[src/rtl/bcd_display_pkg.sv]
`default_nettype none
// +--------------------------------------------------------------------------+
// | Module  : bcd_display_pkg                                                |
// | Purpose : Shared types, constants and helpers for the BCD display block. |
// |           Holds the FSM state enum, widths, the blank segment pattern,   |
// |           and the saturation / add-3 helpers used by the converter.      |
// | Revision: 1.0 - initial release                                          |
// +--------------------------------------------------------------------------+
package bcd_display_pkg;

   localparam int unsigned COUNT_W     = 14;
   localparam int unsigned DIGITS      = 4;
   localparam int unsigned CONV_CYCLES = 14;
   localparam int unsigned BCD_W       = DIGITS * 4;

   localparam logic [6:0]         SEG_BLANK = 7'h7F;
   localparam logic [COUNT_W-1:0] MAX_COUNT = 14'd9999;
   localparam logic [3:0]         CONV_LAST = 4'(CONV_CYCLES - 1);

   typedef enum logic [1:0] {
      IDLE = 2'd0,
      CONV = 2'd1,
      LOAD = 2'd2
   } state_t;

   // Clamp the upstream value to the largest 4-digit decimal number.
   function automatic logic [COUNT_W-1:0] saturate(input logic [COUNT_W-1:0] v);
      return (v > MAX_COUNT) ? MAX_COUNT : v;
   endfunction

   // Double-dabble correction: every BCD nibble >= 5 gets +3 before the shift
   // so that it carries correctly into the next decade.
   function automatic logic [BCD_W-1:0] add3_all(input logic [BCD_W-1:0] v);
      logic [BCD_W-1:0] r;
      r = v;
      for (int i = 0; i < int'(DIGITS); i++) begin
         if (v[4*i +: 4] >= 4'd5) begin
            r[4*i +: 4] = v[4*i +: 4] + 4'd3;
         end
      end
      return r;
   endfunction

endpackage
`default_nettype wire

[src/rtl/bcd_display_if.sv]
`default_nettype none
// +--------------------------------------------------------------------------+
// | Module  : bcd_display_if                                                 |
// | Purpose : Valid/ready input channel carrying the binary count.           |
// |   in_valid : producer -> block, count is valid                           |
// |   count    : producer -> block, 14-bit unsigned binary value             |
// |   in_ready : block -> producer, block accepts a value this cycle         |
// | Revision: 1.0 - initial release                                          |
// +--------------------------------------------------------------------------+
interface bcd_display_if;
   import bcd_display_pkg::*;

   logic               in_valid;
   logic [COUNT_W-1:0] count;
   logic               in_ready;

   modport master (output in_valid, output count, input in_ready);
   modport slave  (input in_valid, input count, output in_ready);
endinterface
`default_nettype wire

[src/rtl/bcd_display_seg7_decode.sv]
`default_nettype none
// +--------------------------------------------------------------------------+
// | Module  : seg7_decode                                                    |
// | Purpose : Combinational BCD digit to active-low 7-segment pattern.       |
// |   bcd   : 4-bit BCD digit                                                |
// |   blank : force all segments off                                         |
// |   seg   : active-low pattern, bit order {g,f,e,d,c,b,a}                  |
// | Revision: 1.0 - initial release                                          |
// +--------------------------------------------------------------------------+
module seg7_decode
   import bcd_display_pkg::*;
(
   input  logic [3:0] bcd,
   input  logic       blank,
   output logic [6:0] seg
);

   always_comb begin
      seg = SEG_BLANK;
      if (!blank) begin
         case (bcd)
            4'd0:    seg = 7'h40;
            4'd1:    seg = 7'h79;
            4'd2:    seg = 7'h24;
            4'd3:    seg = 7'h30;
            4'd4:    seg = 7'h19;
            4'd5:    seg = 7'h12;
            4'd6:    seg = 7'h02;
            4'd7:    seg = 7'h78;
            4'd8:    seg = 7'h00;
            4'd9:    seg = 7'h10;
            default: seg = SEG_BLANK;
         endcase
      end
   end

endmodule
`default_nettype wire

[src/rtl/bcd_display.sv]
`default_nettype none
// +--------------------------------------------------------------------------+
// | Module  : bcd_display                                                    |
// | Purpose : Accepts a binary count, converts it to 4 BCD digits with a     |
// |           serial double-dabble, and drives a multiplexed 4-digit         |
// |           7-segment display with leading-zero blanking.                  |
// |   clk   : clock, rising edge                                             |
// |   rst_n : asynchronous active-low reset                                  |
// |   bus   : valid/ready count input (slave side)                           |
// |   seg   : registered active-low segments {g,f,e,d,c,b,a}                 |
// |   an    : registered one-hot active-low digit select, an[0] = LSD        |
// | Revision: 1.0 - initial release                                          |
// +--------------------------------------------------------------------------+
module bcd_display
   import bcd_display_pkg::*;
#(
   parameter int unsigned SCAN_DIV = 4
)(
   input  logic                clk,
   input  logic                rst_n,
   bcd_display_if.slave        bus,
   output logic [6:0]          seg,
   output logic [3:0]          an
);

   localparam logic [15:0] SCAN_LAST = 16'(SCAN_DIV - 1);

   state_t             state_q,    state_d;
   logic [COUNT_W-1:0] bin_q,      bin_d;
   logic [BCD_W-1:0]   bcd_q,      bcd_d;
   logic [3:0]         bit_cnt_q,  bit_cnt_d;
   logic [BCD_W-1:0]   disp_q,     disp_d;
   logic [15:0]        scan_cnt_q, scan_cnt_d;
   logic [1:0]         idx_q,      idx_d;
   logic [6:0]         seg_q,      seg_d;
   logic [3:0]         an_q,       an_d;

   logic [BCD_W-1:0]   adj;
   logic [3:0]         blank_vec;
   logic [3:0]         cur_digit;
   logic               cur_blank;

   assign bus.in_ready = (state_q == IDLE);
   assign seg          = seg_q;
   assign an           = an_q;

   // Conversion FSM. The working registers only ever reach the display in
   // LOAD, so a reset mid-conversion simply discards them.
   always_comb begin
      state_d   = state_q;
      bin_d     = bin_q;
      bcd_d     = bcd_q;
      bit_cnt_d = bit_cnt_q;
      disp_d    = disp_q;
      adj       = add3_all(bcd_q);
      case (state_q)
         IDLE: begin
            if (bus.in_valid) begin
               bin_d     = saturate(bus.count);
               bcd_d     = '0;
               bit_cnt_d = '0;
               state_d   = CONV;
            end
         end
         CONV: begin
            {bcd_d, bin_d} = {adj, bin_q} << 1;
            bit_cnt_d      = bit_cnt_q + 4'd1;
            if (bit_cnt_q == CONV_LAST) begin
               state_d = LOAD;
            end
         end
         LOAD: begin
            disp_d  = bcd_q;
            state_d = IDLE;
         end
         default: state_d = IDLE;
      endcase
   end

   // Free-running scan; independent of the conversion FSM.
   always_comb begin
      scan_cnt_d = scan_cnt_q + 16'd1;
      idx_d      = idx_q;
      if (scan_cnt_q == SCAN_LAST) begin
         scan_cnt_d = '0;
         idx_d      = idx_q + 2'd1;
      end
   end

   // A digit is blank when it and every digit above it are zero; digit 0
   // always shows. Outputs are built from the next index and next display
   // value so the registered an/seg pair stays aligned with idx_q.
   always_comb begin
      blank_vec[3] = (disp_d[15:12] == 4'd0);
      blank_vec[2] = blank_vec[3] && (disp_d[11:8] == 4'd0);
      blank_vec[1] = blank_vec[2] && (disp_d[7:4] == 4'd0);
      blank_vec[0] = 1'b0;
      cur_digit    = disp_d[{idx_d, 2'b00} +: 4];
      cur_blank    = blank_vec[idx_d];
      an_d         = ~(4'b0001 << idx_d);
   end

   seg7_decode u_seg7_decode (
      .bcd   (cur_digit),
      .blank (cur_blank),
      .seg   (seg_d)
   );

   always_ff @(posedge clk or negedge rst_n) begin
      if (!rst_n) begin
         state_q    <= IDLE;
         bin_q      <= '0;
         bcd_q      <= '0;
         bit_cnt_q  <= '0;
         disp_q     <= '0;
         scan_cnt_q <= '0;
         idx_q      <= '0;
         seg_q      <= 7'h40;
         an_q       <= 4'b1110;
      end else begin
         state_q    <= state_d;
         bin_q      <= bin_d;
         bcd_q      <= bcd_d;
         bit_cnt_q  <= bit_cnt_d;
         disp_q     <= disp_d;
         scan_cnt_q <= scan_cnt_d;
         idx_q      <= idx_d;
         seg_q      <= seg_d;
         an_q       <= an_d;
      end
   end

endmodule
`default_nettype wire

[src/flat_wrapper.sv]
// flat-port wrapper written by rule: the top's interface ports become plain ports
module bcd_display_flat import bcd_display_pkg::*;
#(
   parameter int unsigned SCAN_DIV = 4
)
  (clk, rst_n, seg, an, bus_in_valid, bus_count, bus_in_ready);
  bcd_display_if bus_i ();
  input  logic clk;
  input  logic rst_n;
  output logic [6:0] seg;
  output logic [3:0] an;
  input wire logic [$bits(bus_i.in_valid)-1:0] bus_in_valid;
  input wire logic [$bits(bus_i.count)-1:0] bus_count;
  output wire logic [$bits(bus_i.in_ready)-1:0] bus_in_ready;
  assign bus_i.in_valid = bus_in_valid;
  assign bus_i.count = bus_count;
  assign bus_in_ready = bus_i.in_ready;
  bcd_display #(.SCAN_DIV(SCAN_DIV)) u_core (.clk(clk), .rst_n(rst_n), .bus(bus_i), .seg(seg), .an(an));
endmodule
[config.mk]
export PLATFORM = sky130hd
export DESIGN_NAME = bcd_display_flat
export DESIGN_NICKNAME = d
export VERILOG_FILES = /design/src/rtl/bcd_display_pkg.sv /design/src/rtl/bcd_display_if.sv /design/src/rtl/bcd_display_seg7_decode.sv /design/src/rtl/bcd_display.sv /design/src/flat_wrapper.sv
export SDC_FILE = /design/constraint.sdc
export NUM_CORES = 1
export LEC_CHECK = 0
export BUFFER_PORTS_ARGS = -buffer_cell sky130_fd_sc_hd__buf_2
export CAP_MARGIN = 40
export CELL_PAD_IN_SITES_DETAIL_PLACEMENT = 1
export CELL_PAD_IN_SITES_GLOBAL_PLACEMENT = 2
export CORE_MARGIN = 2
export CORE_UTILIZATION = 35
export DETAILED_ROUTE_END_ITERATION = 6
export GPL_ROUTABILITY_DRIVEN = 0
export PLACE_DENSITY = 0.73
export SLEW_MARGIN = 10
export SYNTH_ARGS = -nofsm -noshare
export SYNTH_HDL_FRONTEND = slang
export SYNTH_SLANG_ARGS = --single-unit
[constraint.sdc]
create_clock -name clk -period 2.5 [get_ports clk]
set_clock_uncertainty 0.2 [all_clocks]
set_input_delay 0.75 -clock clk [delete_from_list [all_inputs] [get_ports clk]]
set_output_delay 0.75 -clock clk [all_outputs]
set_load 0.02 [all_outputs]
# After elaboration in Yosys (flattened, before gate mapping)
# Memory sizes are Yosys's and may differ from the RTL's.
# Cells that the tools add are included.
[totals] register_bits=81 romBits=112 inputBits=17 output_inout_bits=12 wordCells=61 mem_count=1
[mem_list] name="(no name shown)" depth=16 word_bits=7 read_ports=1 rd_clocked_by_memory_dff=0 write_ports=0 line_no="bcd_display_seg7_decode.sv:21" text="case (bcd)"
[op_classes] add_sub_neg=7 magnitude_cmp=6 n_eq_ne=6 shifts=2 mux=20 bitwise=1 n_reduce_logical=9
[op_table] cell="two-way mux 16 bit" count=3
[op_table] cell="one-hot mux 16 bit (2 select lines)" count=1
[op_table] cell="two-way mux 14 bit" count=2
[op_table] cell="one-hot mux 14 bit (2 select lines)" count=1
[op_table] cell="adder 16 x 1 -> 16 bit (second input constant)" count=1
[op_table] cell="== test 16 x 2 -> 1 bit (second input constant)" count=1
[op_table] cell="greater-or-equal comparator 4 x 3 -> 1 bit (second input constant)" count=4
[op_table] cell="two-way mux 4 bit" count=4
[op_table] cell="variable part select 16 x 5 -> 4 bit" count=1
[op_table] cell="greater-than comparator 14 bit (second input constant)" count=1
[op_table] cell="adder 4 x 2 -> 4 bit (second input constant)" count=3
[op_table] cell="zero test 4 bit" count=3
[op_table] cell="one-hot mux 4 bit (2 select lines)" count=1
[op_table] cell="two-way mux 7 bit" count=1
[op_table] cell="two-way mux 2 bit" count=3
[op_table] cell="adder 4 x 1 -> 4 bit (second input constant)" count=1
[op_table] cell="== test 4 bit (second input constant)" count=1
[op_table] cell="inverter 4 bit" count=1
[op_table] cell="one-hot mux 2 bit (2 select lines)" count=1
[op_table] cell="AND reduction 2 bit" count=2
[op_table] cell="left shift 1 x 2 -> 4 bit (first input constant)" count=1
[op_table] cell="adder 3 x 2 -> 3 bit (second input constant)" count=1
[op_table] cell="< comparator 2 x 3 -> 1 bit (second input constant)" count=1
[op_table] cell="two-way mux 3 bit" count=1
[op_table] cell="other kinds (10)" count=11

# Longest topological paths before layout
[logic_depth] depth_word=8 ltp_mapped=11 depth_no_buf=11

# Hierarchy
# From an unflattened synthesis, not the netlist that was laid out.
[hier_totals] hier_cells=395 hier_area_um2=4181.5
[by_module_without_submodules] mod="bcd_display" instances=1 cells_each=362 area_per_inst_um2=3946.3 seq_area_each_um2=2031.9
[by_module_without_submodules] mod="seg7_decode" instances=1 cells_each=33 area_per_inst_um2=235.2 seq_area_each_um2=0.0

# Least setup slack after synthesis
# OpenSTA, ideal clock, no wires.
[synth_timing] path_type="reg2reg" startpoint="register u_core.scan_cnt_q[0]" endpoint="register u_core.seg_q[3] (netlist: u_core.seg[3])" setup_ns=0.133 arrival_time_ns=2.417 required_time_ns=2.167 slack_ns=-0.250 path_stages_with_launch=12 n_path_buf=0 synth_period_minus_slack_ns=2.750 cell_sequence="dfrtp_1 -> ha_1 -> nor4b_4 -> and4_4 -> xnor2_1 -> inv_2 -> a311o_1 -> a21oi_1 -> inv_1 -> ha_1 -> mux2i_1 -> a21oi_1"
[synth_between] elab_chain_len=5 word_cells_on_any_way=7 classes_between="eq/ne: 1; shift: 1; mux: 4; memory: 1"
[synth_lines] item="from (decl)" line_no="bcd_display.sv:33" text="logic [15:0] scan_cnt_q, scan_cnt_d;"
[synth_lines] item="from (signal assigned)" line_no="bcd_display.sv:126" text="scan_cnt_q <= scan_cnt_d;"
[synth_lines] item="== test 16 x 2 -> 1 bit (*)" line_no="bcd_display.sv:84" text="if (scan_cnt_q == SCAN_LAST) begin"
[synth_lines] item="two-way mux 2 bit (*)" line_no="bcd_display.sv:84"
[synth_lines] item="via u_core.idx_d[0]" line_no="bcd_display.sv:34" text="logic [1:0] idx_q, idx_d;"
[synth_lines] item="variable part select 16 x 5 -> 4 bit / binary-select mux 1 bit (select 2 bit) (equally long branches)" line_no="bcd_display.sv:98, bcd_display.sv:99"
[synth_lines] item="memory (16 x 7 bit) / two-way mux 1 bit (equally long branches)"
[synth_lines] item="two-way mux 7 bit (*)" line_no="bcd_display_seg7_decode.sv:20" text="if (!blank) begin"
[synth_lines] item="via u_core.seg_d[3]" line_no="bcd_display.sv:35" text="logic [6:0] seg_q, seg_d;"
[synth_lines] item="to (signal assigned)" line_no="bcd_display.sv:128" text="seg_q <= seg_d;"
[synth_lines] item="to (decl)" line_no="bcd_display.sv:35"
# The timed path passes the listed nets; every way through them passes the cells marked *. The select of a mux whose other input is x is not followed.
# A chain may end at the register's enable or synchronous reset.

# Worst setup path in the final report
[layout_timing] startpoint="register u_core.scan_cnt_q[1]" endpoint="register u_core.seg_q[5] (netlist: u_core.seg[5])"
# Same word-level chain as after synthesis.

==> impl_metrics.yaml <==
die:
  start_util_pct: 35.8
  die_area_sq_um: 13100
  placement_rows: 40
  floorplan.die.height_um: 115
  floorplan.io_pins: 29
  core_sq_um: 12000
  die_w_um: 115
outcome:
  outcome: "finished, violations left"
  violations: "setup timing"
setup_path:
  cp_launch_point: "u_core.scan_cnt_q[1]"
  critical_path.most_common_cell: "sky130_fd_sc_hd__inv_2"
  crit_path_top_delay_cell: "sky130_fd_sc_hd__dfrtp_1"
  largest_fanout_on_the_critical_path: 5
  path_depth: 11
  crit_start_category: "register"
  cp_slowest_stage_delay_ns: 0.40
  regToRegEndpoint: "u_core.seg[5]"
  crit_chain: "ha_4 > nor4b_4 > and4_4 > xnor2_4 > inv_2 > a311o_1 > a21oi_4 > inv_2 > ha_1 > nand2_1 > a31oi_2"
  r2r.worst_path.cells: 11
  setup.worst_path.class: "reg2reg"
  endpoint_type_of_the_worst_setup_path: "register"
  data_required_time_at_the_worst_endpoint_ns: 2.52
  crit_family: "simple AND/OR/NAND/NOR gates"
  critical_path.n_buffers_inverters: 2
  critical_path.endpoint: "u_core.seg[5]"
  cp_arrival_ns: 2.62
  timing.reg2reg.setup_slack_ns: -0.1
  rr_startpoint: "u_core.scan_cnt_q[1]"
clock_network:
  worst_setup_hold_path_clk_slew_ns: 0.06
  tritoncts.num_buffers: 9
  clockBufferDepth: 2
  clkLatencyLatePin_ns: 0.35
  clock_tree.root_cell: "sky130_fd_sc_hd__clkbuf_16"
  h_tree_depth: 3
  cts_tree: "done"
  clock_sink_count: 81
placement:
  placement.cell_area_sq_um: 5050
  dpl.hpwl_um: 8090
  io_buffer_count: 28
yosys:
  synth_area_sq_um: 4280
  synth.top_cells.by_count: "sky130_fd_sc_hd__dfrtp_1 (77), sky130_fd_sc_hd__nand2_1 (50), sky130_fd_sc_hd__nor2_1 (27), sky130_fd_sc_hd__o21ai_0 (27), sky130_fd_sc_hd__inv_1 (26)"
  yosysTopAreaCell: "sky130_fd_sc_hd__dfrtp_1"
  edff_count_synth: 0
  postSynthRegisterBits: 81
  post_synth_inst_count: 430
  ys_async_sr_fraction_pct: 100
  synth_ff_type: "sky130_fd_sc_hd__dfrtp_1"
  synth.yosys.seq_area_share_pct: 47.4
  synthDominantCellAreaShare_pct: 45.0
  syn-mean-instance-area_sq_um: 9.96
  yosys.cell_count.top_type: "sky130_fd_sc_hd__dfrtp_1"
  synthesis.yosys.warnings: 0
  synth_area_leaders: "sky130_fd_sc_hd__dfrtp_1 (45%), sky130_fd_sc_hd__ha_1 (4.7%), sky130_fd_sc_hd__nand2_1 (4.4%), sky130_fd_sc_hd__xnor2_1 (3.9%), sky130_fd_sc_hd__mux2i_1 (3.5%)"
  ys_types: 61
  syn-num-nets: 463
timing:
  hold_violations: 0
  slew_viol_final: 0
  timing_worst_slew_pin_value_ns: 0.447
  setup_repair_after_global_routing_missed_its_margin: "true"
  fin_crit_sh_pct: 104
  worst_slack_ns: -0.0979
  setup_total_negative_slack_ns: -0.468
  worst_hold_slack_ns: 0.0749
  post-route-min-period_ns: 2.60
  maxClockFrequency_ghz: 0.385
  slew-limit-headroom_pct: 69.9
  setup_viol: 7
pwr:
  total_power_mw: 5.53
  max-vdd-ir-drop_mv: 0.427
  power.static_leakage_nw: 2.62
  power_density_nw_per_um2: 998
routing:
  route.vias.total: 3479
  wl_per_cell_um: 16.3
  detailedRoute.firstPassIterationCount: 4
  antenna_violating_nets_post_route: 0
  iter_0_drt_violations: 131
  routed_wl_um: 11000
  route.detailed.drc: 0
  vias_per_cell: 5.15
job:
  timing.max_cap.violations: 0
global_routing:
  grt_max_degree: 39
  first_global_vias: 3668
  grt_antenna_before_repair: 0
  grt_overflow_total: 0
  grt_use_total_pct: 18.4
  grt_first_pass_wirelength_um: 18700
cells_and_area:
  post_route_design_area_sq_um: 5530
  antenna_cells_inserted: 0
  number_of_nets_in_the_finished_design: 557
  final_layout_size_suffix_gt1_share_pct: 31.8
  layout-area-overhead-vs-synth_pct: 29.2
  finalCoreUtilization_pct: 46.3
worst_hold_path:
  holdCritPathClass: "in2async"
## layer usage
layer | global-route usage (%) | vias up | share of wire [%]
met5 | 0 | - | 0
met4 | 7.56 | 0 | 2.0
met3 | 3.07 | 16 | 2.3
met2 | 29.9 | 43 | 48
met1 | 24.3 | 1722 | 47
li1 | - | 1698 | -
## sequential cells by signal, summed over array words and instances (netlist names)
name / cells
u_core.state_q: 2
u_core.seg: 7
u_core.bit_cnt_q: 4
u_core.bin_q: 14
u_core.idx_q: 2
u_core.bcd_q: 16
u_core.disp_q: 16
u_core.an: 4
u_core.scan_cnt_q: 16
## cells by family after synthesis
| group | Yosys count | synth area share [%] |
|---|---|---|
| xor gates and xnor gates | 23 | 4.70 |
| AOI/OAI and AO/OA | 78 | 12.1 |
| adders and majority gates | 16 | 4.67 |
| buffers and inverters | 48 | 4.61 |
| and+or+nand+nor | 160 | 19.9 |
| DFF | 81 | 47.4 |
| muxes | 24 | 6.66 |
## power breakdown
part / switching (mW) / leakage, nW / internal [mW] / total (mW)
Clock: 0.522 / 0.136 / 0.722 / 1.24
Sequential: 0.318 / 1.06 / 1.70 / 2.02
Combinational: 1.22 / 1.42 / 1.04 / 2.26
Total: 2.06 / 2.62 / 3.46 / 5.53
## through the flow
stage | cells | setup slack [ns]
after floorplan | 430 | -0.0520
after global placement | 647 | -0.140
after detailed placement | 648 | -0.239
after CTS | 670 | -0.118
after global routing | 675 | -0.244
final | 675 | -0.0979
## layout make-up
| type | instances | area [sq um] |
|---|---|---|
| inverters | 29 | 109 |
| fillers | 1366 | 6430 |
| well taps | 147 | 184 |
| repair buffers | 102 | 728 |
| flip-flops and latches | 81 | 2030 |
| clock buffers | 13 | 260 |
| clock inverters | 2 | 13.8 |
| multi-input cells | 301 | 2210 |
## timing repair
item / in CTS / in global routing
setup endpoints to repair: 7 / 7
hold buffers: 0 / 0
setup buffers: 7 / 5
pin swaps: 6 / 3
resized for setup: 12 / 13
## cell usage in the layout (no fill, tap or decap), drive strengths merged, types with 4 or more instances in the layout
| master | count |
|---|---|
| buf | 102 |
| dfrtp | 77 |
| nand2 | 50 |
| o21ai | 30 |
| inv | 28 |
| nor2 | 28 |
| nor3 | 25 |
| xnor2 | 19 |
| a21oi | 17 |
| ha | 16 |
| nand3 | 15 |
| mux2i | 15 |
| clkbuf | 13 |
| o31ai | 9 |
| nor4 | 9 |
| nand2b | 8 |
| a222oi | 6 |
| mux2 | 6 |
| and3 | 6 |
| xor2 | 4 |
| dfstp | 4 |
## worst min-delay path by stage
stage	cells after the start	end	from	slack, ns
4_1_cts	1	u_core.scan_cnt_q[0]	rst_n	0.07
3_3_place_gp	2	u_core.bin_q[8]	u_core.bin_q[8]	0.26
2_1_floorplan	0	u_core.an[0]	rst_n	0.25
6_report	1	u_core.scan_cnt_q[13]	rst_n	0.07
3_5_place_dp	2	u_core.bin_q[8]	u_core.bin_q[8]	0.27
5_1_grt	1	u_core.scan_cnt_q[1]	rst_n	0.09
Power figures use the tool's default switching activity.
